--- config.mk ---
export PLATFORM = sky130hd
export DESIGN_NAME = gsim_x_packer
export DESIGN_NICKNAME = d
export VERILOG_FILES = /design/src/rtl/gsim_x_packer.sv
export SDC_FILE = /design/constraint.sdc
export NUM_CORES = 1
export LEC_CHECK = 0
export BUFFER_PORTS_ARGS = -buffer_cell sky130_fd_sc_hd__buf_2
export CAP_MARGIN = 20
export CELL_PAD_IN_SITES_DETAIL_PLACEMENT = 0
export CELL_PAD_IN_SITES_GLOBAL_PLACEMENT = 1
export CORE_UTILIZATION = 25
export DETAILED_ROUTE_END_ITERATION = 7
export PLACE_DENSITY_LB_ADDON = 0.1
export SKIP_CTS_REPAIR_TIMING = 1
export SYNTH_ARGS = -nofsm -noshare
export SYNTH_HDL_FRONTEND = slang
export SYNTH_SLANG_ARGS = --single-unit
--- constraint.sdc ---
create_clock -name i_clk -period 8.3 [get_ports i_clk]
set_clock_uncertainty 0.1 [all_clocks]
set_input_delay 0 -clock i_clk [delete_from_list [all_inputs] [get_ports i_clk]]
set_output_delay 0 -clock i_clk [all_outputs]
set_load 0.02 [all_outputs]
--- src/rtl/gsim_x_packer.sv ---
// gsim_x_packer: packs solver x-result writes into 8-word lines queued in a 2-entry line FIFO.
// Define XPACK_CHECKSUM_EN to add o_line_sum, the word sum of the head line.
module gsim_x_packer (
    input  logic         i_clk,
    input  logic         i_reset,
    input  logic         i_x_wen,
    input  logic [8:0]   i_x_addr,
    input  logic [31:0]  i_x_data,
    input  logic         i_flush,
    output logic         o_line_vld,
    input  logic         i_line_rdy,
    output logic [5:0]   o_line_addr,
    output logic [255:0] o_line_data,
    output logic [7:0]   o_line_mask,
`ifdef XPACK_CHECKSUM_EN
    output logic [31:0]  o_line_sum,
`endif
    output logic         o_overflow,
    output logic         o_busy
);
    localparam int LINE_WORDS = 8;
    localparam int FIFO_DEPTH = 2;
    localparam logic [1:0] EMPTY = 2'd0, ONE = 2'd1, FULL = 2'd2;
    logic [5:0]   asm_base, nxt_base, push_addr, w_base;
    logic [255:0] asm_data, nxt_data, push_data, merged, single;
    logic [7:0]   asm_mask, nxt_mask, push_mask, w_bit;
    logic [2:0]   idx;
    logic         hit, push, pop, accept, drop;
    logic [1:0]   occ, nxt_occ;
    logic         rd_ptr, wr_ptr;
    logic [5:0]   f_addr [FIFO_DEPTH];
    logic [255:0] f_data [FIFO_DEPTH];
    logic [7:0]   f_mask [FIFO_DEPTH];
    assign idx    = i_x_addr[2:0];
    assign w_base = i_x_addr[8:3];
    assign w_bit  = 8'b1 << idx;
    assign hit    = asm_mask == '0 || asm_base == w_base;
    always_comb begin
        merged = asm_data;
        merged[32*idx +: 32] = i_x_data;
        single = '0;
        single[32*idx +: 32] = i_x_data;
    end
    // A write always wins over flush; a base change pushes the old line and restarts with the new word.
    always_comb begin
        push      = i_x_wen ? (!hit || idx == 3'd7) : (i_flush && asm_mask != '0);
        push_addr = (i_x_wen && hit) ? w_base : asm_base;
        push_data = (i_x_wen && hit) ? merged : asm_data;
        push_mask = (i_x_wen && hit) ? (asm_mask | w_bit) : asm_mask;
        nxt_base  = i_x_wen ? w_base : asm_base;
        nxt_data  = i_x_wen ? (!hit ? single : (idx == 3'd7 ? '0 : merged)) : (push ? '0 : asm_data);
        nxt_mask  = i_x_wen ? (!hit ? w_bit : (idx == 3'd7 ? '0 : asm_mask | w_bit)) : (push ? '0 : asm_mask);
    end
    assign o_line_vld = occ != EMPTY;
    assign pop        = o_line_vld && i_line_rdy;
    assign accept     = push && (occ != FULL || pop);
    assign drop       = push && occ == FULL && !pop;
    assign nxt_occ    = occ + 2'(accept) - 2'(pop);
    always_ff @(posedge i_clk) begin
        if (i_reset) begin
            asm_base   <= '0;
            asm_data   <= '0;
            asm_mask   <= '0;
            occ        <= EMPTY;
            rd_ptr     <= 1'b0;
            wr_ptr     <= 1'b0;
            o_overflow <= 1'b0;
            o_busy     <= 1'b0;
        end else begin
            asm_base   <= nxt_base;
            asm_data   <= nxt_data;
            asm_mask   <= nxt_mask;
            occ        <= nxt_occ;
            rd_ptr     <= rd_ptr ^ pop;
            wr_ptr     <= wr_ptr ^ accept;
            o_overflow <= o_overflow | drop;
            o_busy     <= nxt_mask != '0 || nxt_occ != EMPTY;
        end
    end
    // Entries need no reset: outputs are forced to zero while the FIFO is empty.
    always_ff @(posedge i_clk) begin
        if (accept) begin
            f_addr[wr_ptr] <= push_addr;
            f_data[wr_ptr] <= push_data;
            f_mask[wr_ptr] <= push_mask;
        end
    end
    assign o_line_addr = o_line_vld ? f_addr[rd_ptr] : '0;
    assign o_line_data = o_line_vld ? f_data[rd_ptr] : '0;
    assign o_line_mask = o_line_vld ? f_mask[rd_ptr] : '0;
`ifdef XPACK_CHECKSUM_EN
    logic [31:0] push_sum;
    logic [31:0] f_sum [FIFO_DEPTH];
    always_comb begin
        push_sum = '0;
        for (int k = 0; k < LINE_WORDS; k++) push_sum += push_mask[k] ? push_data[32*k +: 32] : 32'd0;
    end
    always_ff @(posedge i_clk) begin
        if (accept) f_sum[wr_ptr] <= push_sum;
    end
    assign o_line_sum = o_line_vld ? f_sum[rd_ptr] : '0;
`endif
endmodule

==> impl_metrics.toml <==
[global_routing]
globalRouteOverflowTotal = 0
grt_max_degree = 183
antenna_found_initial = 6
grt.total_usage_pct = 15.89
grt_pass1_wl_mm = 155.8
first_global_vias = 20930

[floorplan]
die_h_um = 366.6
io-pin-count = 319
rows = 133
die_area_sq_um = 134400
core-area_sq_um = 131600
die_x_um = 366.6
start_util_pct = 25.25

[setup_path]
critPathLaunchType = "flip-flop"
cp_top_family = "buffers and inverters"
crit_type = "flip-flop to flip-flop"
critPathArrivalTime_ps = 4580
cp_common_cell = "buf_4"
crit_chain = "xnor2_1 -> nand4_2 -> o21ai_2 -> buf_4 -> a31oi_1 -> o31a_1 -> ha_4 -> buf_4 -> buf_4"
critPathMaxFanout = 50
crit_slowest_cell = "ha_4"
end_kind = "flip-flop"
path_buf_inv = 3
critPathRequiredTime_ps = 8480
crit_path_max_incr_delay_ps = 730

[run_status]
status = "completed"

[timing]
slew_viol_final = 0
finalSetupViolCount = 0
final_hold_viol_count = 0
period_needed_ps = 4399
worstMarginPinSlew_ps = 1123
timing.hold.ws_ps = 5.479
max_freq_mhz = 227.3
period_share_pct = 53.00
rsz0062_at_grt = "false"
tns_ps = 0
max_slew_margin_pct = 25.00

[power]
finalPower_mw = 12.46
power_switching_share_pct = 34.16
pwr-share-comb_pct = 27.2
clkPwrFrac_pct = 33.6
powerDensity_nw_per_um2 = 308.7
p_sw_mw = 4.255
vdd_ir_drop_max_v = 0.0002943
pwr-share-seq_pct = 39.2
p_int_mw = 8.203
leakagePower_nw = 15.35

[yosys]
ys.warnings.count = 0
synth_xor_area_share_pct = 0.2372
netlist_instances = 2280
synthAdderAreaFrac_pct = 0.3765
yosys.area_share.simple_pct = 5.161
syn-cell-area_sq_um = 33240
seq_area_frac_synth_pct = 65.41
synth_top_family_by_area = "multiplexers"
synth_compound_area_share_pct = 8.659
synthDistinctLibCells = 54
synth.area.mux_share_pct = 17.19
postSynthAreaPerCell_sq_um = 14.58
syn_nets = 2336
ys_seq_elements = 816
synth-edff-count = 540
async_reset_ff_share_pct = 0
synth-main-ff-cell = "edfxtp_1"

[clock_tree]
clk_pin_slew_ps = 70
clock_latency_ps = 670
clock_path_buffers = 3
cts_num_sinks = 816
ctsRootBufferMaster = "clkbuf_16"
cts_buffers = 96
htreeDepth = 3
cts_tree = "yes"

[placement]
dp_hpwl_mm = 67.42
port_buffers = 318
place_congestion = 0.7189

[cells_and_area]
final_nets = 2681
final_cell_mix = "540 x edfxtp_1, 318 x buf_2, 296 x nor2_1"
area_growth_pct = 21.41
final_common_cell = "edfxtp_1"
drive_above_1_share_pct = 20.97

[route]
route.vias.total = 20140
avgViaCountPerCell = 4.508
routed_wl_mm = 109.2
drc = 0
ant_nets = 0
drtIter0Drc = 1175
dr.pass1.iters = 5
wl_per_cell_um = 24.44

[worst_hold_path]
hold_path.class = "input port to flip-flop"

[flow_run]
drv_cap = 0
## final timing paths
check	from	cells past startpoint	endpoint	slack, ps
max	asm_base[2]$_SDFFE_PP0P_	9	f_data[0][83]$_DFFE_PP_	3900
min	i_x_wen	4	asm_mask[5]$_SDFF_PP0_	5
max reg2reg	asm_base[2]$_SDFFE_PP0P_	9	f_data[0][83]$_DFFE_PP_	3900
min reg2reg	asm_data[98]$_SDFFE_PP0P_	1	asm_data[98]$_SDFFE_PP0P_	360
## power by group through the flow
stage / Clock (mW) / Combinational [mW] / Sequential (mW)
after floorplan: 0 / 2.12 / 5.00
final: 4.19 / 3.39 / 4.88
after global routing: 4.47 / 3.66 / 4.92
after global placement: 0 / 3.47 / 4.97
after CTS: 4.31 / 3.50 / 4.89
after detailed placement: 0 / 3.49 / 4.97
## layer usage
layer | GRT usage (%) | vias up | part of all wire, %
met5 | 0 | - | 0.016
met4 | 3.331 | 2 | 1.3
met3 | 2.559 | 102 | 3.9
met2 | 26.60 | 426 | 48
met1 | 21.51 | 10320 | 47
li1 | - | 9287 | -
## worst min-delay path: cells and delay by family
kind / cells / cell delay, ps
buffers and inverters: 2 / 380
AOI/OAI and AO/OA: 2 / 310
## stage by stage
step | setup WS (ps) | util (%) | area (sq um) | instances
floorplan | -65.16 | - | 33240 | 2280
global placement | 3827 | 27.81 | 36610 | 4224
detailed placement | 3644 | 27.81 | 36610 | 4224
CTS | 3767 | 30.19 | 39740 | 4405
global route | 3572 | 30.65 | 40340 | 4464
finish | 3901 | 30.66 | 40350 | 4467
## cells by family after synthesis
kind of cell	count (synthesis)
fa+ha+maj	10
simple gates	402
mux	538
flops	816
buf+inv	196
compound gates	309
xor+xnor	9
## sequential cells by signal, summed over array words and instances (netlist names)
register and count:
o_busy 1, occ 2, f_data 512, asm_mask 8
wr_ptr 1, rd_ptr 1, asm_data 256, o_overflow 1
f_addr 12, asm_base 6, f_mask 16
## final cells by class
| type | count | area, sq um |
|---|---|---|
| flip-flops and latches | 816 | 21740 |
| repair buffers | 421 | 2577 |
| multi-input cells | 1268 | 10610 |
| diodes | 4 | 10.01 |
| inverters | 22 | 82.58 |
| fillers | 13150 | 91280 |
| well taps | 1755 | 2196 |
| clock inverters | 58 | 494.2 |
| clock buffers | 123 | 2638 |
## cells in the mapped netlist (3+ instances only)
| cell | n | area share [%] |
|---|---|---|
| nor3_1 | 4 | 0.060 |
| and2_1 | 37 | 0.70 |
| edfxtp_1 | 540 | 49 |
| dfxtp_1 | 276 | 17 |
| o2bb2ai_1 | 57 | 1.5 |
| a2111oi_4 | 3 | 0.25 |
| a32o_1 | 11 | 0.33 |
| or2_2 | 3 | 0.056 |
| nand3_1 | 12 | 0.18 |
| nand2_1 | 31 | 0.35 |
| a21oi_1 | 5 | 0.075 |
| o41ai_4 | 8 | 0.66 |
| nand2b_1 | 3 | 0.056 |
| nor2_1 | 297 | 3.4 |
| buf_2 | 43 | 0.65 |
| o211ai_1 | 7 | 0.16 |
| a21o_1 | 3 | 0.068 |
| clkbuf_1 | 78 | 0.88 |
| xnor2_1 | 9 | 0.24 |
| a22o_1 | 189 | 5.0 |
| buf_1 | 27 | 0.30 |
| mux2_1 | 240 | 8.1 |
| ha_1 | 10 | 0.38 |
| o32ai_1 | 3 | 0.079 |
| mux2_2 | 22 | 0.75 |
| inv_1 | 22 | 0.25 |
| nor2b_1 | 4 | 0.075 |
| buf_6 | 26 | 0.88 |
| mux2i_1 | 276 | 8.3 |
No activity file was read; power rests on OpenSTA's default activity.
